`config.mk`:
```
export PLATFORM = sky130hd
export DESIGN_NAME = hazard_sequencer
export DESIGN_NICKNAME = d
export VERILOG_FILES = /design/src/rtl/hazard_sequencer.sv
export SDC_FILE = /design/constraint.sdc
export NUM_CORES = 1
export LEC_CHECK = 0
export BUFFER_PORTS_ARGS = -buffer_cell sky130_fd_sc_hd__buf_2
export CORE_MARGIN = 1.5
export CORE_UTILIZATION = 35
export CTS_BUF_LIST = sky130_fd_sc_hd__clkbuf_16
export CTS_CLUSTER_DIAMETER = 40
export DETAILED_ROUTE_END_ITERATION = 10
export SKIP_LAST_GASP = 1
export SLEW_MARGIN = 20
export SYNTH_ARGS = -nofsm -noshare
export SYNTH_HDL_FRONTEND = slang
export SYNTH_SLANG_ARGS = --single-unit
```
`constraint.sdc`:
```
create_clock -name clk -period 2.1 [get_ports clk]
set_input_delay 0.105 -clock clk [delete_from_list [all_inputs] [get_ports clk]]
set_output_delay 0.105 -clock clk [all_outputs]
set_load 0.05 [all_outputs]
```
`src/rtl/hazard_sequencer.sv`:
```
// ID-stage hazard sequencer: forwarding selects plus stall/bubble/flush/freeze control.
// Optional HAZARD_PERF_CNT_EN adds ldStallCnt/flushCnt/memWaitCnt event counters.
module hazard_sequencer #(
  parameter int FLUSH_CYCLES = 1,
  parameter int RA_W         = 5
) (
  input  logic            clk,
  input  logic            rst,
  input  logic            idValid,
  input  logic [RA_W-1:0] rs1,
  input  logic [RA_W-1:0] rs2,
  input  logic            useRs1,
  input  logic            useRs2,
  input  logic [RA_W-1:0] idRd,
  input  logic            idWreg,
  input  logic            idM2reg,
  input  logic            redirect,
  input  logic            memBusy,
  output logic [1:0]      qaSel,
  output logic [1:0]      qbSel,
  output logic [RA_W-1:0] erd,
  output logic [RA_W-1:0] mrd,
  output logic            pcStall,
  output logic            ifidStall,
  output logic            idexBubble,
  output logic            ifidFlush,
  output logic            pipeFreeze,
  output logic [1:0]      state
`ifdef HAZARD_PERF_CNT_EN
  ,
  output logic [31:0]     ldStallCnt,
  output logic [31:0]     flushCnt,
  output logic [31:0]     memWaitCnt
`endif
);

  // Handshake-free control block: every output is a pure function of the
  // registered state, the shadows and this cycle's ID/EXE/MEM inputs.
  localparam logic [1:0] ST_RUN     = 2'd0;
  localparam logic [1:0] ST_LDSTALL = 2'd1;
  localparam logic [1:0] ST_MEMWAIT = 2'd2;
  localparam logic [1:0] ST_FLUSH   = 2'd3;
  localparam logic [1:0] FLUSH_LOAD = 2'(FLUSH_CYCLES - 1);

  logic [1:0]      r_state;
  logic [1:0]      r_fcnt;
  logic            r_e_valid;
  logic            r_e_wreg;
  logic            r_e_m2reg;
  logic [RA_W-1:0] r_e_rd;
  logic            r_m_valid;
  logic            r_m_wreg;
  logic [RA_W-1:0] r_m_rd;

  logic            w_lu;
  logic            w_freeze;
  logic            w_flush;
  logic            w_ldstall;
  logic            w_e_in_valid;
  logic [1:0]      w_next_state;
  logic [1:0]      w_next_fcnt;

  function automatic logic [1:0] fwd_sel(
    input logic            use_rs,
    input logic [RA_W-1:0] rs,
    input logic            e_valid,
    input logic            e_wreg,
    input logic            e_m2reg,
    input logic [RA_W-1:0] e_rd,
    input logic            m_valid,
    input logic            m_wreg,
    input logic [RA_W-1:0] m_rd
  );
    logic [1:0] sel;
    sel = 2'd0;
    if (use_rs && (rs != '0)) begin
      if (e_valid && e_wreg && !e_m2reg && (e_rd == rs)) begin
        sel = 2'd1;
      end else if (m_valid && m_wreg && (m_rd == rs)) begin
        sel = 2'd2;
      end
    end
    return sel;
  endfunction

  assign qaSel = fwd_sel(useRs1, rs1, r_e_valid, r_e_wreg, r_e_m2reg, r_e_rd,
                         r_m_valid, r_m_wreg, r_m_rd);
  assign qbSel = fwd_sel(useRs2, rs2, r_e_valid, r_e_wreg, r_e_m2reg, r_e_rd,
                         r_m_valid, r_m_wreg, r_m_rd);

  assign w_lu = idValid && r_e_valid && r_e_m2reg && (r_e_rd != '0) &&
                ((useRs1 && (rs1 == r_e_rd)) || (useRs2 && (rs2 == r_e_rd)));

  // MEMWAIT and LDSTALL fall through to the RUN evaluation once memBusy drops.
  always_comb begin
    w_freeze     = 1'b0;
    w_flush      = 1'b0;
    w_ldstall    = 1'b0;
    w_next_state = ST_RUN;
    w_next_fcnt  = r_fcnt;
    if (memBusy) begin
      w_freeze     = 1'b1;
      w_next_state = (r_state == ST_FLUSH) ? ST_FLUSH : ST_MEMWAIT;
    end else if (redirect) begin
      w_flush      = 1'b1;
      w_next_fcnt  = FLUSH_LOAD;
      w_next_state = (FLUSH_LOAD != 2'd0) ? ST_FLUSH : ST_RUN;
    end else if (r_state == ST_FLUSH) begin
      w_flush      = 1'b1;
      w_next_fcnt  = (r_fcnt == 2'd0) ? 2'd0 : r_fcnt - 2'd1;
      w_next_state = (r_fcnt <= 2'd1) ? ST_RUN : ST_FLUSH;
    end else if (w_lu) begin
      w_ldstall    = 1'b1;
      w_next_state = ST_LDSTALL;
    end
  end

  assign pipeFreeze   = w_freeze;
  assign pcStall      = w_freeze | w_ldstall;
  assign ifidStall    = w_freeze | w_ldstall;
  assign idexBubble   = w_flush | w_ldstall;
  assign ifidFlush    = w_flush;
  assign state        = r_state;
  assign erd          = r_e_rd;
  assign mrd          = r_m_rd;
  assign w_e_in_valid = idValid & ~idexBubble & ~ifidFlush;

  always_ff @(posedge clk) begin
    if (rst) begin
      r_state   <= ST_RUN;
      r_fcnt    <= 2'd0;
      r_e_valid <= 1'b0;
      r_e_wreg  <= 1'b0;
      r_e_m2reg <= 1'b0;
      r_e_rd    <= '0;
      r_m_valid <= 1'b0;
      r_m_wreg  <= 1'b0;
      r_m_rd    <= '0;
    end else begin
      r_state <= w_next_state;
      r_fcnt  <= w_next_fcnt;
      if (!w_freeze) begin
        r_m_valid <= r_e_valid;
        r_m_wreg  <= r_e_wreg;
        r_m_rd    <= r_e_rd;
        r_e_valid <= w_e_in_valid;
        r_e_wreg  <= w_e_in_valid & idWreg;
        r_e_m2reg <= w_e_in_valid & idM2reg;
        r_e_rd    <= w_e_in_valid ? idRd : '0;
      end
    end
  end

`ifdef HAZARD_PERF_CNT_EN
  logic [31:0] r_ld_cnt;
  logic [31:0] r_fl_cnt;
  logic [31:0] r_mw_cnt;

  always_ff @(posedge clk) begin
    if (rst) begin
      r_ld_cnt <= '0;
      r_fl_cnt <= '0;
      r_mw_cnt <= '0;
    end else begin
      r_ld_cnt <= r_ld_cnt + {31'd0, w_ldstall};
      r_fl_cnt <= r_fl_cnt + {31'd0, w_flush};
      r_mw_cnt <= r_mw_cnt + {31'd0, w_freeze};
    end
  end

  assign ldStallCnt = r_ld_cnt;
  assign flushCnt   = r_fl_cnt;
  assign memWaitCnt = r_mw_cnt;
`endif

endmodule

```
**Yosys cells after proc, flatten, opt, wreduce, memory -nomap -nowiden**

Index checks and enable logic that the tools add are counted.
W data, S select, Z words.

- Flip-flop bits (word level): 19
- Input bits: 24
- Output and inout port bits: 21

- $add $sub $neg: 1
- Order comparisons: 1
- Equality and inequality tests: 7
- Multiplexer cells: 24
- Bitwise logic cells: 9
- Reduce and logical (&&, ||, !) cells: 23

Operators with widths:

| cell | count |
|---|---|
| $eq A5 B5 Y1 | 6 |
| $mux W2 | 13 |
| $logic_and A1 B1 Y1 | 15 |
| $reduce_bool A5 Y1 | 3 |
| $mux W1 | 10 |
| $mux W5 | 1 |
| $and A1 B1 Y1 | 4 |
| $not A1 Y1 | 3 |
| $eq A2 B2 Y1 const B | 1 |
| $le A2 B1 Y1 const B | 1 |
| $logic_not A2 Y1 | 1 |
| $or A1 B1 Y1 | 2 |
| $reduce_and A2 Y1 | 1 |
| $reduce_bool A2 Y1 | 1 |
| $sub A2 B1 Y2 const B | 1 |
| $logic_not A1 Y1 | 1 |
| $logic_or A1 B1 Y1 | 1 |

**Depth between registers and ports, before layout**

- Word-level depth: 13
- Gate-level depth with buffers: 6

**Worst setup path after synthesis**

Ideal clock, no wire load.

- Path type: register to output
- Start: register r_e_rd[1], in the netlist erd[1]
- End: output qbSel[0]
- Arrival: 2566 ps
- Data required time: 1995 ps
- Setup slack: -571 ps
- Cell stages (with the launch flop): 4
- Path buffers: 0
- Cell sequence: dfxtp_1 > xnor2_1 > nand3_1 > nor4_1

- Word-level cells in the longest chain between the ends: 4

RTL lines:

| element | line | RTL |
|---|---|---|
| start: declaration | 50 | `logic [RA_W-1:0] r_e_rd;` |
| start signal: assignment | 149 | `r_e_rd <= w_e_in_valid ? idRd : '0;` |
| $eq A5 B5 Y1 | 77 | `if (e_valid && e_wreg && !e_m2reg && (e_rd == rs)) begin` |
| $logic_and A1 B1 Y1 | 77 |  |
| $mux W2 | 77 |  |
| $mux W2 | 76 | `if (use_rs && (rs != '0)) begin` |
| end: declaration | 20 | `output logic [1:0] qbSel,` |

No other way between the ends.

**Worst setup path in the final report**

- Start: register r_e_rd[2], in the netlist erd[2]
- End: output idexBubble

- Word-level cells in the longest chain between the ends: 9

RTL lines:

| element | line | RTL |
|---|---|---|
| $eq A5 B5 Y1 | 92 | `((useRs1 && (rs1 == r_e_rd)) \|\| (useRs2 && (rs2 == r_e_rd)));` |
| $logic_and A1 B1 Y1 | 92 |  |
| $logic_or A1 B1 Y1 | 92 |  |
| $logic_and A1 B1 Y1 * | 91 | `assign w_lu = idValid && r_e_valid && r_e_m2reg && (r_e_rd != '0) &&` |
| $mux W1 * | 112 | `end else if (w_lu) begin` |
| $mux W1 * | 108 | `end else if (r_state == ST_FLUSH) begin` |
| $mux W1 * | 104 | `end else if (redirect) begin` |
| $mux W1 * | 101 | `if (memBusy) begin` |
| $or A1 B1 Y1 * | 121 | `assign idexBubble = w_flush \| w_ldstall;` |
| end: declaration | 25 | `output logic idexBubble,` |

Mark *: on every way between the ends. The rest lies on a longest branch, timed or not.

==> flow_summary_export.csv <==
group,metric,value,unit
placement,dp_hpwl,2078,um
cells_and_area,stdcell_area,1394,sq um
floorplan,initial_core_util,37.16,%
worst_setup_path,r2r_cells,5,
route,wire_per_inst,14.29,um
synth,synthTopCellsByCount,"dfxtp_1, xnor2_1, nor2_1, xor2_1",
timing,report.final.setup_viol,0,
timing,slew_viol_final,0,
route,post_drt_via_cell_ratio,5.267,
cts,clk_path_buf_depth,2,
worst_setup_path,end_kind,"output port",
synth,yosys.area_share.simple,20.39,%
timing,rsz0062_at_grt,"false",
worst_hold_path,hold_start,"idRd[0]",
timing,max_freq,510.2,MHz
timing,hold_viol_final,0,
worst_setup_path,critPathMaxFanout,6,
synth,async_reset_ff_share,0,%
route,drtPass1Iterations,4,
timing,finalCriticalPeriod,1.960,ns
placement,postPlaceCellArea,1296,sq um
cells_and_area,fillCellCount,260,
synth,netlist_area,1025,sq um
timing,tightestPinTransition,0.5411,ns
route,drc_errors,0,
synth,synth.most_common_cell,"dfxtp_1",
cells_and_area,drive_gt1_share,39.74,%
cts,cts_buffers,3,
synth,synth_compound_area_share,15.26,%
synth,ys_dominant_reg_cell,"dfxtp_1",
cells_and_area,area.growth.synth_to_final,36.02,%
route,dr.first_iter.drc_count,22,
timing,tns,0,ns
floorplan,die_x,57.11,um
synth,synthesis.instances,114,
route,postRouteAntennaNets,0,
synth,synth_seq_area_share,37.12,%
synth,synth.area.top_cells,"dfxtp_1, xnor2_1, mux2i_1, xor2_1, a22o_1",
floorplan,die_area,3262,sq um
power,power_leakage,0.6207,nW
floorplan,die_y,57.11,um
power,max-vdd-ir-drop,0.4919,mV
global_route,grt_usage,17.15,%
worst_setup_path,r2r-start,"erd[1]",
worst_hold_path,holdPathStages,2,
cts,cts.sinks,19,
placement,portBuffers,44,
global_route,grt_overflow,0,
worst_setup_path,start_kind,"register",
synth,synth_top_area_share,37.12,%
worst_setup_path,crit_arrival,1.85,ns
synth,synth_top_family_by_area,"simple AND/OR/NAND/NOR gates",
run_status,status,"complete, no violations",
synth,synth_edf_count,0,
synth,avgSynthCellArea,8.989,sq um
floorplan,ioPinCount,45,
timing,period_share,93.33,%
synth,synthMuxAreaShare,6.838,%
synth,ys_ff_latch,19,
route,drt_wl_total,2672,um
synth,yosys.area_share.xor_xnor,17.09,%
synth,synth_cell_types,27,
timing,slew_headroom,63.92,%
cts,htreeDepth,1,
flow_run,drv_cap,0,
worst_setup_path,cp.required,2.00,ns
synth,synth.net_count,138,
cts,postCtsSetupBuffers,0,
worst_hold_path,hp-class,"input port to register",
cts,cts_tree,"built",
floorplan,fp.coreArea,2758,sq um
synth,ys_warn_count,0,
worst_setup_path,setup.worst_path.start,"erd[2]",
synth,synthAdderAreaFrac,0,%
cells_and_area,num_antenna_cells,0,
global_route,grt_max_degree,18,
power,total_power,0.0009234,W
cells_and_area,final_nets,181,
cts,cts.clk_slew.worst_paths,0.06,ns
global_route,grt_pass1_vias,936,
cts,clk_latency,0.25,ns
route,num_vias,985,
power,powerDensity,662.5,nW/um^2
synth,netlist.top_cell.by_area,"dfxtp_1",
placement,gp_congestion,0.8187,
worst_setup_path,crit_type,"register to output port",
timing,skew,0.001564,ns
global_route,antenna_found_initial,0,
floorplan,placementRows,19,
cts,cts-root-buf,"clkbuf_16",
global_route,grt_pass1_wl,4291,um
power by group:
part	switching (W)	total (W)	internal, W	leakage (nW)
Clock	0.000143	0.000401	0.000257	0.0371
Sequential	0.00000964	0.000378	0.000368	0.156
Combinational	0.0000931	0.000145	0.0000523	0.428
cell usage in the layout, fill, tap and decap left out:
cell type   netlist  final
a2111oi_4         1      1
nor3_1            5      2
nor4_2            0      1
a22o_1            7      7
clkbuf_16         0      3
mux2i_1           7      7
nor2_1           11     11
o21ai_0           5      5
nor4_1            4      2
clkinvlp_4        0      1
a21o_1            1      1
xnor2_1          12     12
nand4_1           2      2
inv_1             1      1
or4_1             3      3
dfxtp_1          19     15
o22ai_2           0      1
xor2_1            8      8
nand2b_2          0      1
nand3b_1          1      1
nand3_1           5      5
buf_2             0     44
dfxtp_2           0      4
and3b_1           1      1
a21oi_2           0      2
nor3_2            0      3
nand2_1           6      6
a21oi_1           3      1
nor2b_1           2      2
o31ai_1           1      1
a31oi_1           1      1
nor4_4            0      1
kinds of logic (layout without fill, tap and decap cells):
group                     after synthesis  count (layout)
AOI/OAI and AO/OA                      20              20
xor gates and xnor gates               20              20
buffers and inverters                   7              49
DFF                                    19              19
muxes                                   7               7
and+or+nand+nor                        41              41
layout make-up:
cell class	count	area, sq um	area share (%)
clock buffer	3	75.07	5.386
clock inverter	1	7.507	0.5386
inverter	1	3.754	0.2693
multi-input combinational	88	663.1	47.58
sequential	19	385.4	27.65
tap	31	38.79	2.783
timing repair buffer	44	220.2	15.80
flip-flops by register name, indices dropped and copies added (netlist names):
name / count
mrd: 5
state: 2
r_m_valid: 1
erd: 5
r_fcnt: 2
r_m_wreg: 1
r_e_m2reg: 1
r_e_wreg: 1
r_e_valid: 1
metrics by stage:
step / hold WS (ns) / util [%] / setup slack [ns] / instances
after floorplan: 0.2306 / - / 0.01804 / 114
after global placement: 0.3143 / 47.01 / 0.2323 / 183
after detailed placement: 0.3178 / 47.01 / 0.1893 / 183
after CTS: 0.05739 / 50.18 / 0.04129 / 187
after global routing: 0.05958 / 50.54 / 0.02494 / 187
final: 0.06040 / 50.54 / 0.1401 / 187
timing repair:
item,CTS,global route
hold buffers,0,0
gates resized for setup,1,2
setup endpoints to repair,1,3
final timing paths:
kind                                   end  slack, ns
worst max-delay path            idexBubble       0.14
worst min-delay path                erd[0]       0.06
worst max register to register      erd[2]       0.17
worst min register to register   r_fcnt[0]       0.48
layer usage:
layer | part of all wire, % | global-route usage [%]
met1 | 45 | 22.13
met2 | 48 | 28.24
met3 | 5.7 | 3.855
met4 | 1.4 | 5.980
met5 | 0 | 0
worst max-delay path, stage by stage, from the launching register on:
cell and delay (ns):
dfxtp_2 0.40, xnor2_1 0.13, nand3_1 0.19, o22ai_2 0.30
nand2_1 0.15, a21oi_2 0.15, buf_2 0.27
Power figures use the tool's default switching activity.
